[config.mk]
export PLATFORM = sky130hd
export DESIGN_NAME = bingo_task_fetcher
export DESIGN_NICKNAME = d
export VERILOG_FILES = /design/src/rtl/bingo_task_fetcher_pkg.sv /design/src/rtl/fifo_v3.sv /design/src/rtl/bingo_task_fetcher.sv
export SDC_FILE = /design/constraint.sdc
export NUM_CORES = 1
export LEC_CHECK = 0
export CORE_MARGIN = 2
export CORE_UTILIZATION = 50
export DETAILED_ROUTE_END_ITERATION = 16
export PLACE_DENSITY = 0.75
export SLEW_MARGIN = 30
export SYNTH_ARGS = -nofsm -noshare
export SYNTH_HDL_FRONTEND = slang
export SYNTH_SLANG_ARGS = --single-unit
[constraint.sdc]
create_clock -name clk_i -period 7.11 [get_ports clk_i]
set_input_delay 1.422 -clock clk_i [delete_from_list [all_inputs] [get_ports clk_i]]
set_output_delay 1.422 -clock clk_i [all_outputs]
set_load 0.005 [all_outputs]
[src/rtl/bingo_task_fetcher_pkg.sv]
// Shared types and helpers for the Bingo task fetcher: FSM state encoding,
// descriptor type and the descriptor address offset computation.
package bingo_task_fetcher_pkg;

  localparam int unsigned DescWidth = 64;
  localparam int unsigned DescBytes = 8;
  localparam int unsigned FifoDepth = 4;
  localparam int unsigned AddrWidth = 48;

  typedef enum logic [1:0] {
    IDLE  = 2'd0,
    FETCH = 2'd1,
    DRAIN = 2'd2,
    DONE  = 2'd3
  } state_e;

  typedef logic [DescWidth-1:0] task_desc_t;

  // Byte offset of descriptor number 'index' in a list with the given stride.
  // Returned wide; the caller truncates to its address width so the
  // resulting address wraps silently.
  function automatic logic [63:0] desc_offset(input logic [31:0] index,
                                              input int unsigned stride);
    return 64'(index) * 64'(stride);
  endfunction

endpackage

[src/rtl/fifo_v3.sv]
// Small synchronous FIFO in the style of common_cells fifo_v3.
// usage_o carries the full fill level (0..DEPTH). A push into a full FIFO is
// accepted when a pop happens in the same cycle. DEPTH must be a power of two.
module fifo_v3 #(
  parameter bit          FALL_THROUGH = 1'b0,
  parameter int unsigned DATA_WIDTH   = 32,
  parameter int unsigned DEPTH        = 8,
  parameter int unsigned ADDR_DEPTH   = (DEPTH > 1) ? $clog2(DEPTH) : 1
) (
  input  logic                  clk_i,
  input  logic                  rst_ni,
  input  logic                  flush_i,
  input  logic                  testmode_i,
  output logic                  full_o,
  output logic                  empty_o,
  output logic [ADDR_DEPTH:0]   usage_o,
  input  logic [DATA_WIDTH-1:0] data_i,
  input  logic                  push_i,
  output logic [DATA_WIDTH-1:0] data_o,
  input  logic                  pop_i
);

  logic [ADDR_DEPTH-1:0] rd_ptr_q, rd_ptr_d;
  logic [ADDR_DEPTH-1:0] wr_ptr_q, wr_ptr_d;
  logic [ADDR_DEPTH:0]   count_q, count_d;
  logic [DATA_WIDTH-1:0] mem_q [DEPTH];
  logic [DATA_WIDTH-1:0] mem_d [DEPTH];
  logic                  push_en;
  logic                  pop_en;
  logic                  unused_testmode;

  assign unused_testmode = testmode_i;
  assign full_o  = (count_q == (ADDR_DEPTH+1)'(DEPTH));
  assign empty_o = (count_q == '0);
  assign usage_o = count_q;

  // Pointer, fill level and storage update for push/pop/flush.
  always_comb begin
    rd_ptr_d = rd_ptr_q;
    wr_ptr_d = wr_ptr_q;
    count_d  = count_q;
    mem_d    = mem_q;
    push_en  = push_i & (~full_o | pop_i);
    pop_en   = pop_i & ~empty_o;
    data_o   = mem_q[rd_ptr_q];

    if (FALL_THROUGH && empty_o && push_i) begin
      data_o = data_i;
      if (pop_i) begin
        push_en = 1'b0;
      end
    end

    if (push_en) begin
      mem_d[wr_ptr_q] = data_i;
      wr_ptr_d        = wr_ptr_q + ADDR_DEPTH'(1);
    end
    if (pop_en) begin
      rd_ptr_d = rd_ptr_q + ADDR_DEPTH'(1);
    end

    case ({push_en, pop_en})
      2'b10:   count_d = count_q + (ADDR_DEPTH+1)'(1);
      2'b01:   count_d = count_q - (ADDR_DEPTH+1)'(1);
      default: count_d = count_q;
    endcase

    if (flush_i) begin
      rd_ptr_d = '0;
      wr_ptr_d = '0;
      count_d  = '0;
      mem_d    = mem_q;
    end
  end

  // FIFO state registers; storage is cleared so the head reads 0 after reset.
  always_ff @(posedge clk_i or negedge rst_ni) begin
    if (!rst_ni) begin
      rd_ptr_q <= '0;
      wr_ptr_q <= '0;
      count_q  <= '0;
      for (int i = 0; i < int'(DEPTH); i++) begin
        mem_q[i] <= '0;
      end
    end else begin
      rd_ptr_q <= rd_ptr_d;
      wr_ptr_q <= wr_ptr_d;
      count_q  <= count_d;
      mem_q    <= mem_d;
    end
  end

endmodule

[src/rtl/bingo_task_fetcher.sv]
// Bingo task fetcher: streams a task-descriptor list from memory into a small
// FIFO and presents it on a valid/ready task stream, then clears the start
// register. Optional performance counters are enabled with the macro
// BINGO_TASK_FETCHER_PERF_EN.
module bingo_task_fetcher #(
  parameter int unsigned DescWidth = 64,
  parameter int unsigned DescBytes = 8,
  parameter int unsigned FifoDepth = 4,
  parameter int unsigned AddrWidth = 48
) (
  input  logic                 clk_i,
  input  logic                 rst_ni,
  input  logic [AddrWidth-1:0] base_addr_i,
  input  logic [31:0]          num_task_i,
  input  logic [31:0]          start_i,
  output logic [31:0]          reset_start_o,
  output logic                 reset_start_en_o,
`ifdef BINGO_TASK_FETCHER_PERF_EN
  output logic [31:0]          perf_cycles_o,
  output logic [31:0]          perf_stall_o,
`endif
  output logic                 mem_req_valid_o,
  input  logic                 mem_req_ready_i,
  output logic [AddrWidth-1:0] mem_req_addr_o,
  input  logic                 mem_rsp_valid_i,
  input  logic [DescWidth-1:0] mem_rsp_data_i,
  output logic                 task_valid_o,
  input  logic                 task_ready_i,
  output logic [DescWidth-1:0] task_desc_o,
  output logic                 busy_o
);

  import bingo_task_fetcher_pkg::*;

  localparam int unsigned OutWidth = $clog2(FifoDepth) + 1;

  state_e               state_q, state_d;
  logic [AddrWidth-1:0] base_q, base_d;
  logic [31:0]          num_q, num_d;
  logic [31:0]          issued_q, issued_d;
  logic [OutWidth-1:0]  outstanding_q, outstanding_d;

  logic [OutWidth-1:0]  fifo_count;
  logic                 fifo_full;
  logic                 fifo_empty;
  logic [OutWidth:0]    in_flight;
  logic                 credit_avail;
  logic                 more_to_issue;
  logic                 req_hs;
  logic                 rsp_accept;
  logic                 fifo_pop;
  logic                 unused_bits;

  assign unused_bits = ^{start_i[31:1], fifo_full};

  // Credit is what is left of the FIFO after buffered and in-flight beats.
  assign in_flight     = {1'b0, fifo_count} + {1'b0, outstanding_q};
  assign credit_avail  = (in_flight < (OutWidth+1)'(FifoDepth));
  assign more_to_issue = (issued_q < num_q);

  assign mem_req_valid_o = (state_q == FETCH) && more_to_issue && credit_avail;
  assign mem_req_addr_o  = base_q + AddrWidth'(desc_offset(issued_q, DescBytes));
  assign req_hs          = mem_req_valid_o & mem_req_ready_i;

  // Responses without a matching request are dropped rather than buffered.
  assign rsp_accept    = mem_rsp_valid_i && (outstanding_q != '0);
  assign task_valid_o  = ~fifo_empty;
  assign fifo_pop      = task_valid_o & task_ready_i;
  assign reset_start_o = '0;

  fifo_v3 #(
    .FALL_THROUGH (1'b0),
    .DATA_WIDTH   (DescWidth),
    .DEPTH        (FifoDepth)
  ) i_desc_fifo (
    .clk_i      (clk_i),
    .rst_ni     (rst_ni),
    .flush_i    (1'b0),
    .testmode_i (1'b0),
    .full_o     (fifo_full),
    .empty_o    (fifo_empty),
    .usage_o    (fifo_count),
    .data_i     (mem_rsp_data_i),
    .push_i     (rsp_accept),
    .data_o     (task_desc_o),
    .pop_i      (fifo_pop)
  );

  // Outstanding reads: a request and a response in the same cycle cancel out.
  always_comb begin
    outstanding_d = outstanding_q;
    if (req_hs && !rsp_accept) begin
      outstanding_d = outstanding_q + OutWidth'(1);
    end else if (!req_hs && rsp_accept) begin
      outstanding_d = outstanding_q - OutWidth'(1);
    end
  end

  // Run control: launch, issue requests, wait for drain, pulse the clear.
  always_comb begin
    state_d          = state_q;
    base_d           = base_q;
    num_d            = num_q;
    issued_d         = issued_q;
    reset_start_en_o = 1'b0;
    busy_o           = (state_q != IDLE);

    case (state_q)
      IDLE: begin
        if (start_i[0]) begin
          base_d   = base_addr_i;
          num_d    = num_task_i;
          issued_d = '0;
          state_d  = (num_task_i == '0) ? DONE : FETCH;
        end
      end
      FETCH: begin
        if (req_hs) begin
          issued_d = issued_q + 32'd1;
          if (issued_d == num_q) begin
            state_d = DRAIN;
          end
        end
      end
      DRAIN: begin
        if ((outstanding_q == '0) && fifo_empty) begin
          state_d = DONE;
        end
      end
      DONE: begin
        reset_start_en_o = 1'b1;
        state_d          = IDLE;
      end
      default: state_d = IDLE;
    endcase
  end

  // Run state and counter registers.
  always_ff @(posedge clk_i or negedge rst_ni) begin
    if (!rst_ni) begin
      state_q       <= IDLE;
      base_q        <= '0;
      num_q         <= '0;
      issued_q      <= '0;
      outstanding_q <= '0;
    end else begin
      state_q       <= state_d;
      base_q        <= base_d;
      num_q         <= num_d;
      issued_q      <= issued_d;
      outstanding_q <= outstanding_d;
    end
  end

`ifdef BINGO_TASK_FETCHER_PERF_EN
  logic [31:0] perf_cycles_q, perf_cycles_d;
  logic [31:0] perf_stall_q, perf_stall_d;

  // Busy-cycle and credit-stall counters, cleared on launch, saturating.
  always_comb begin
    perf_cycles_d = perf_cycles_q;
    perf_stall_d  = perf_stall_q;
    if (state_q == IDLE) begin
      if (start_i[0]) begin
        perf_cycles_d = '0;
        perf_stall_d  = '0;
      end
    end else begin
      if (perf_cycles_q != '1) begin
        perf_cycles_d = perf_cycles_q + 32'd1;
      end
      if ((state_q == FETCH) && more_to_issue && !credit_avail &&
          (perf_stall_q != '1)) begin
        perf_stall_d = perf_stall_q + 32'd1;
      end
    end
  end

  // Performance counter registers.
  always_ff @(posedge clk_i or negedge rst_ni) begin
    if (!rst_ni) begin
      perf_cycles_q <= '0;
      perf_stall_q  <= '0;
    end else begin
      perf_cycles_q <= perf_cycles_d;
      perf_stall_q  <= perf_stall_d;
    end
  end

  assign perf_cycles_o = perf_cycles_q;
  assign perf_stall_o  = perf_stall_q;
`endif

  rsp_needs_request: assert property (@(posedge clk_i) disable iff (!rst_ni)
    mem_rsp_valid_i |-> (outstanding_q != '0));

endmodule
== Yosys cells after proc, flatten, opt, wreduce, memory -nomap -nowiden ==
Cells that the tools add are included.

* $lt $le $gt $ge: 5
* Equal/unequal tests: 11
* Mux-type cells: 19
* $add $sub $neg: 9
* Reductions and logical operators: 21
* Bitwise logic cells: 9

{| class="wikitable"
|+ Operator list
! cell !! number
|-
| $bwmux W256 || 1
|-
| $mux W64 || 3
|-
| $bmux W64 S2 || 1
|-
| $demux W64 S2 || 1
|-
| $mux W32 || 2
|-
| $pmux W32 S2 || 1
|-
| $add A48 B35 Y48 || 1
|-
| $add A32 B1 Y32 const B || 1
|-
| $eq A32 B32 Y1 || 1
|-
| $logic_not A32 Y1 || 1
|-
| $lt A32 B32 Y1 || 1
|-
| $mux W2 || 5
|-
| $pmux W2 S4 || 1
|-
| $reduce_bool A2 Y1 || 4
|-
| $logic_and A1 B1 Y1 || 7
|-
| $add A3 B1 Y3 const B || 2
|-
| $eq A2 B2 Y1 const B || 3
|-
| $ge A3 B3 Y1 const B || 2
|-
| $logic_not A3 Y1 || 2
|-
| $mux W3 || 2
|-
| $ne A2 B2 Y1 const B || 3
|-
| $not A2 Y3 || 2
|-
| $pmux W3 S2 || 1
|-
| $sub A3 B1 Y3 const B || 2
|-
| 17 further kinds || 24
|}

* Output and inout bits: 148
* Register bits after elaboration: 380
* Word-level logic and storage cells: 86
* Bits of input ports: 181

== Depth between registers and ports, before layout ==
* Depth in word-level cells: 8
* Gate-level depth with buffers: 15
* Gate-level depth less buffers: 15

== By module ==
Synthesis repeated with hierarchy kept, for this count alone.

* Cell total of the unflattened synthesis: 1665
* Area total of the unflattened synthesis: 21971.1 µm²

{| class="wikitable"
|+ Modules (own cells, without submodules)
! module !! instances !! area an instance (µm²) !! seq. area each (µm²) !! cells each
|-
| fifo_v3 || 1 || 12843.6 || 6581.3 || 681
|-
| bingo_task_fetcher || 1 || 9127.5 || 2927.8 || 984
|}

== Worst setup path after synthesis ==
OpenSTA, ideal clock, no wires.

* Path type: reg2out
* From: register issued_q[0]
* To: output port mem_req_addr_o[41]
* Cell stages (with the launch flop): 12
* Arrival time: 2.892 ns
* Path slack: 2.796 ns
* Required time: 5.688 ns
* Path buffers: 0
* Cell sequence: dfrtp_1 -> ha_1 -> inv_1 -> fa_1 -> nor2b_1 -> o31ai_1 -> a21oi_1 -> a31o_2 -> a21oi_1 -> nor4_1 -> o21ai_0 -> xnor2_1

* Word-level cells in the longest chain between the ends: 1

{| class="wikitable"
|+ RTL lines
! element !! RTL line !! text
|-
| start: declaration || bingo_task_fetcher.sv:40 || <nowiki>logic [31:0] issued_q, issued_d;</nowiki>
|-
| start signal: assignment || bingo_task_fetcher.sv:150 || <nowiki>issued_q <= issued_d;</nowiki>
|-
| $add A48 B35 Y48 || bingo_task_fetcher.sv:62 || <nowiki>assign mem_req_addr_o = base_q + AddrWidth'(desc_offset(issued_q, DescBytes));</nowiki>
|-
| end: declaration || bingo_task_fetcher.sv:24 || <nowiki>output logic [AddrWidth-1:0] mem_req_addr_o,</nowiki>
|}

Every way passes these cells.

== Final worst setup path ==
* From: register issued_q[0]
* To: output port mem_req_addr_o[45]

The elaborated chain is that of the path after synthesis.

==> metrics.md <==
| Metric | Value |
|---|---|
| Drc violations | 0 |
| Post-CTS Hold Fix Bufs | 0 |
| Sequential area share after synthesis | 45.70% |
| Worst setup SP type | register |
| 1st-pass router iterations | 5 |
| Peak VDD IR | 0.0002712 V |
| Vias | 14520 |
| Most common cell after layout, fill and taps aside | dfrtp_1 |
| Routed wire length | 52390 um |
| CTS Sinks | 380 |
| Area growth from synthesis to layout | 21.80% |
| Share of cells above drive strength 1 | 26.05% |
| Most used cell, CP | a21oi_1 |
| Ys flop type | dfrtp_1 |
| CTS tree | done |
| CTS Buffer Depth | 3 |
| Starting Density | 50.84% |
| Initial DRC Count | 1062 |
| Cell Area, Placed | 23840 sq um |
| Crit Path Category | register to primary output |
| P_leak | 11.01 nW |
| Global-route wire length before repair | 83210 um |
| # rows | 74 |
| Total gr overflow | 0 |
| GRT Overall Usage | 24.10% |
| Slowest cell on crit path | clkdlybuf4s50_1 |
| Routed WL per cell | 21.10 um |
| Synth async-reset ratio | 100.0% |
| Crit path buf inv count | 3 |
| Design Area, Final | 25340 sq um |
| Area share of the largest cell type after synthesis | 45.70% |
| Most frequent cells in the layout | dfrtp_1 (378), mux2_2 (338), clkdlybuf4s50_1 (264) |
| Post CTS Setup Buffer Count | 0 |
| Final Hold Violating Endpoints | 0 |
| Pin count of the biggest net entering global routing | 170 |
| Tcrit/Tclk final | 81.08% |
| Mean Syn Cell Area | 12.37 sq um |
| Slew headroom | 31.80% |
| Skew final | 20.48 ps |
| RSZ-0062 raised after global routing | false |
| CTS Root Cell | clkbuf_16 |
| Placed Cells | 2406 |
| CP cell instances | ha_1 -> inv_1 -> fa_1 -> nor2b_1 -> o31ai_1 -> a21oi_1 -> a31o_2 -> a21oi_1 -> nor4_1 -> buf_4 -> o211ai_1 -> xnor2_1 -> clkdlybuf4s50_1 |
| RePlAce Congestion | 0.9391 |
| Cells after synthesis | 1682 |
| Ports | 329 |
| Post-DP HPWL | 35550 um |
| Fin nets | 2182 |
| Cell Count, Final, Fillers Out | 2483 |
| Vias in the first global route | 15270 |
| Tmin final | 5765 ps |
| Worst-path clk slew | 60 ps |
| Post-synth EDFFs | 0 |
| Leading area contributor after synthesis | dfrtp_1 |
| Final Max Tran Viols | 0 |
| Setup TNS | 0 ps |
| Pwr dens | 444.7 nW/um^2 |
| Flops & latches, synth | 380 |
| Worst-path maximum fanout | 9 |
| Status | complete, no violations |
| Die Width | 208.0 um |
| CTS Buf Count | 43 |
| Req. time, crit path | 5690 ps |
| Hold Path Class | register to register |
| Post-synth design cell area | 20810 sq um |
| Post-CTS sizing | 0 |
| Max Clock Freq | 173.5 MHz |
| Worst-Margin Slew | 1014 ps |
| Via density | 5.847 |
| Syn. warnings | 0 |
| Antenna violations before repair | 7 |
| Crit path largest cell delay | 540 ps |
| Antenna viol nets, final | 0 |
| CP top delay family | compound AO/OA/AOI/OAI gates |
| H-tree lvl count | 2 |
| Max-Cap Viols | 0 |
| Crit end category | primary output |
| Die span in y | 208.0 um |
| PortBufs | 265 |
| Synth cell types | 77 |
| # setup viols final | 0 |
| Clk_lat worst skew | 590 ps |
| Largest cells by area after synthesis | dfrtp_1 (46%), mux2_2 (18%), mux4_2 (6.9%) |
| Crit path arrival time | 4340 ps |
| Pwr Total | 11.27 mW |
| Area of the core | 40920 sq um |
| Die area | 43260 sq um |
power breakdown:
group / leakage, nW / total [mW] / internal, mW / switching, mW
Clock: 0.698 / 2.26 / 1.36 / 0.898
Combinational: 5.75 / 5.09 / 3.09 / 2.00
Sequential: 4.57 / 3.92 / 3.20 / 0.721
synthesized netlist by cell type, types with 19 or more instances:
| cell | n |
|---|---|
| nor4_1 | 21 |
| nand2_1 | 53 |
| buf_1 | 19 |
| nand3_1 | 39 |
| a21o_1 | 37 |
| inv_1 | 63 |
| o21ai_0 | 37 |
| ha_1 | 77 |
| dfrtp_1 | 380 |
| mux2_2 | 338 |
| nor2_1 | 49 |
| mux4_2 | 64 |
| and3_1 | 19 |
| clkbuf_1 | 52 |
| xnor2_1 | 58 |
| a21oi_1 | 49 |
| nand4_1 | 30 |
| buf_4 | 35 |
| xor2_1 | 28 |
final timing paths:
kind | to | from | cells after the start | slack (ps)
worst min-delay path | i_desc_fifo.mem_q[99] | i_desc_fifo.mem_q[99] | 1 | 500
min in group asynchronous | i_desc_fifo.mem_q[88] | rst_ni | 1 | 720
worst max register to register | outstanding_q[2] | issued_q[17] | 15 | 3130
max in group asynchronous | base_q[18] | rst_ni | 4 | 4780
worst max-delay path | mem_req_addr_o[45] | issued_q[0] | 13 | 1340
worst min register to register | i_desc_fifo.mem_q[99] | i_desc_fifo.mem_q[99] | 1 | 500
routing by layer:
layer	part of all wire (%)	up-vias	GRT usage [%]
met1	41	7318	29.98
li1	-	6673	-
met5	0.027	-	0
met4	2.6	2	7.997
met2	50	425	41.04
met3	6.9	100	6.189
logic make-up after synthesis:
logic type | after synthesis | share of synthesized area (%)
flip-flops | 380 | 45.70
adder cells (fa/ha/maj) | 80 | 4.919
AO/OA/AOI/OAI | 241 | 8.046
XOR/XNOR | 86 | 3.620
multiplexers | 409 | 25.56
buffers and inverters | 185 | 4.059
other | 1 | 0.01802
AND/OR/NAND/NOR | 300 | 8.082
layout make-up:
class,count,area [sq um]
tap,532,665.6
fill,3154,15580
clock buffer,61,1244
timing repair buffer,284,2885
antenna,5,12.51
inverter,64,240.2
clock inverter,9,185.2
sequential,380,9514
multi-input combinational,1148,10600
flip-flops by register name, summed over array words and instances, names as in the netlist:
name	flops
issued_q	32
num_q	32
i_desc_fifo.wr_ptr_q	2
i_desc_fifo.usage_o	3
state_q	2
i_desc_fifo.rd_ptr_q	2
i_desc_fifo.mem_q	256
outstanding_q	3
base_q	48
per-stage QoR:
stage | hold WS (ps) | setup WS, ps | utilization, %
6_report | 498.0 | 1345 | 61.93
5_1_grt | 508.1 | 1000 | 61.92
4_1_cts | 500.6 | 1315 | 61.75
3_5_place_dp | 486.7 | 1955 | 58.26
3_3_place_gp | 481.0 | 2003 | 58.13
2_1_floorplan | 461.2 | 2796 | -
Power figures use the tool's default switching activity.
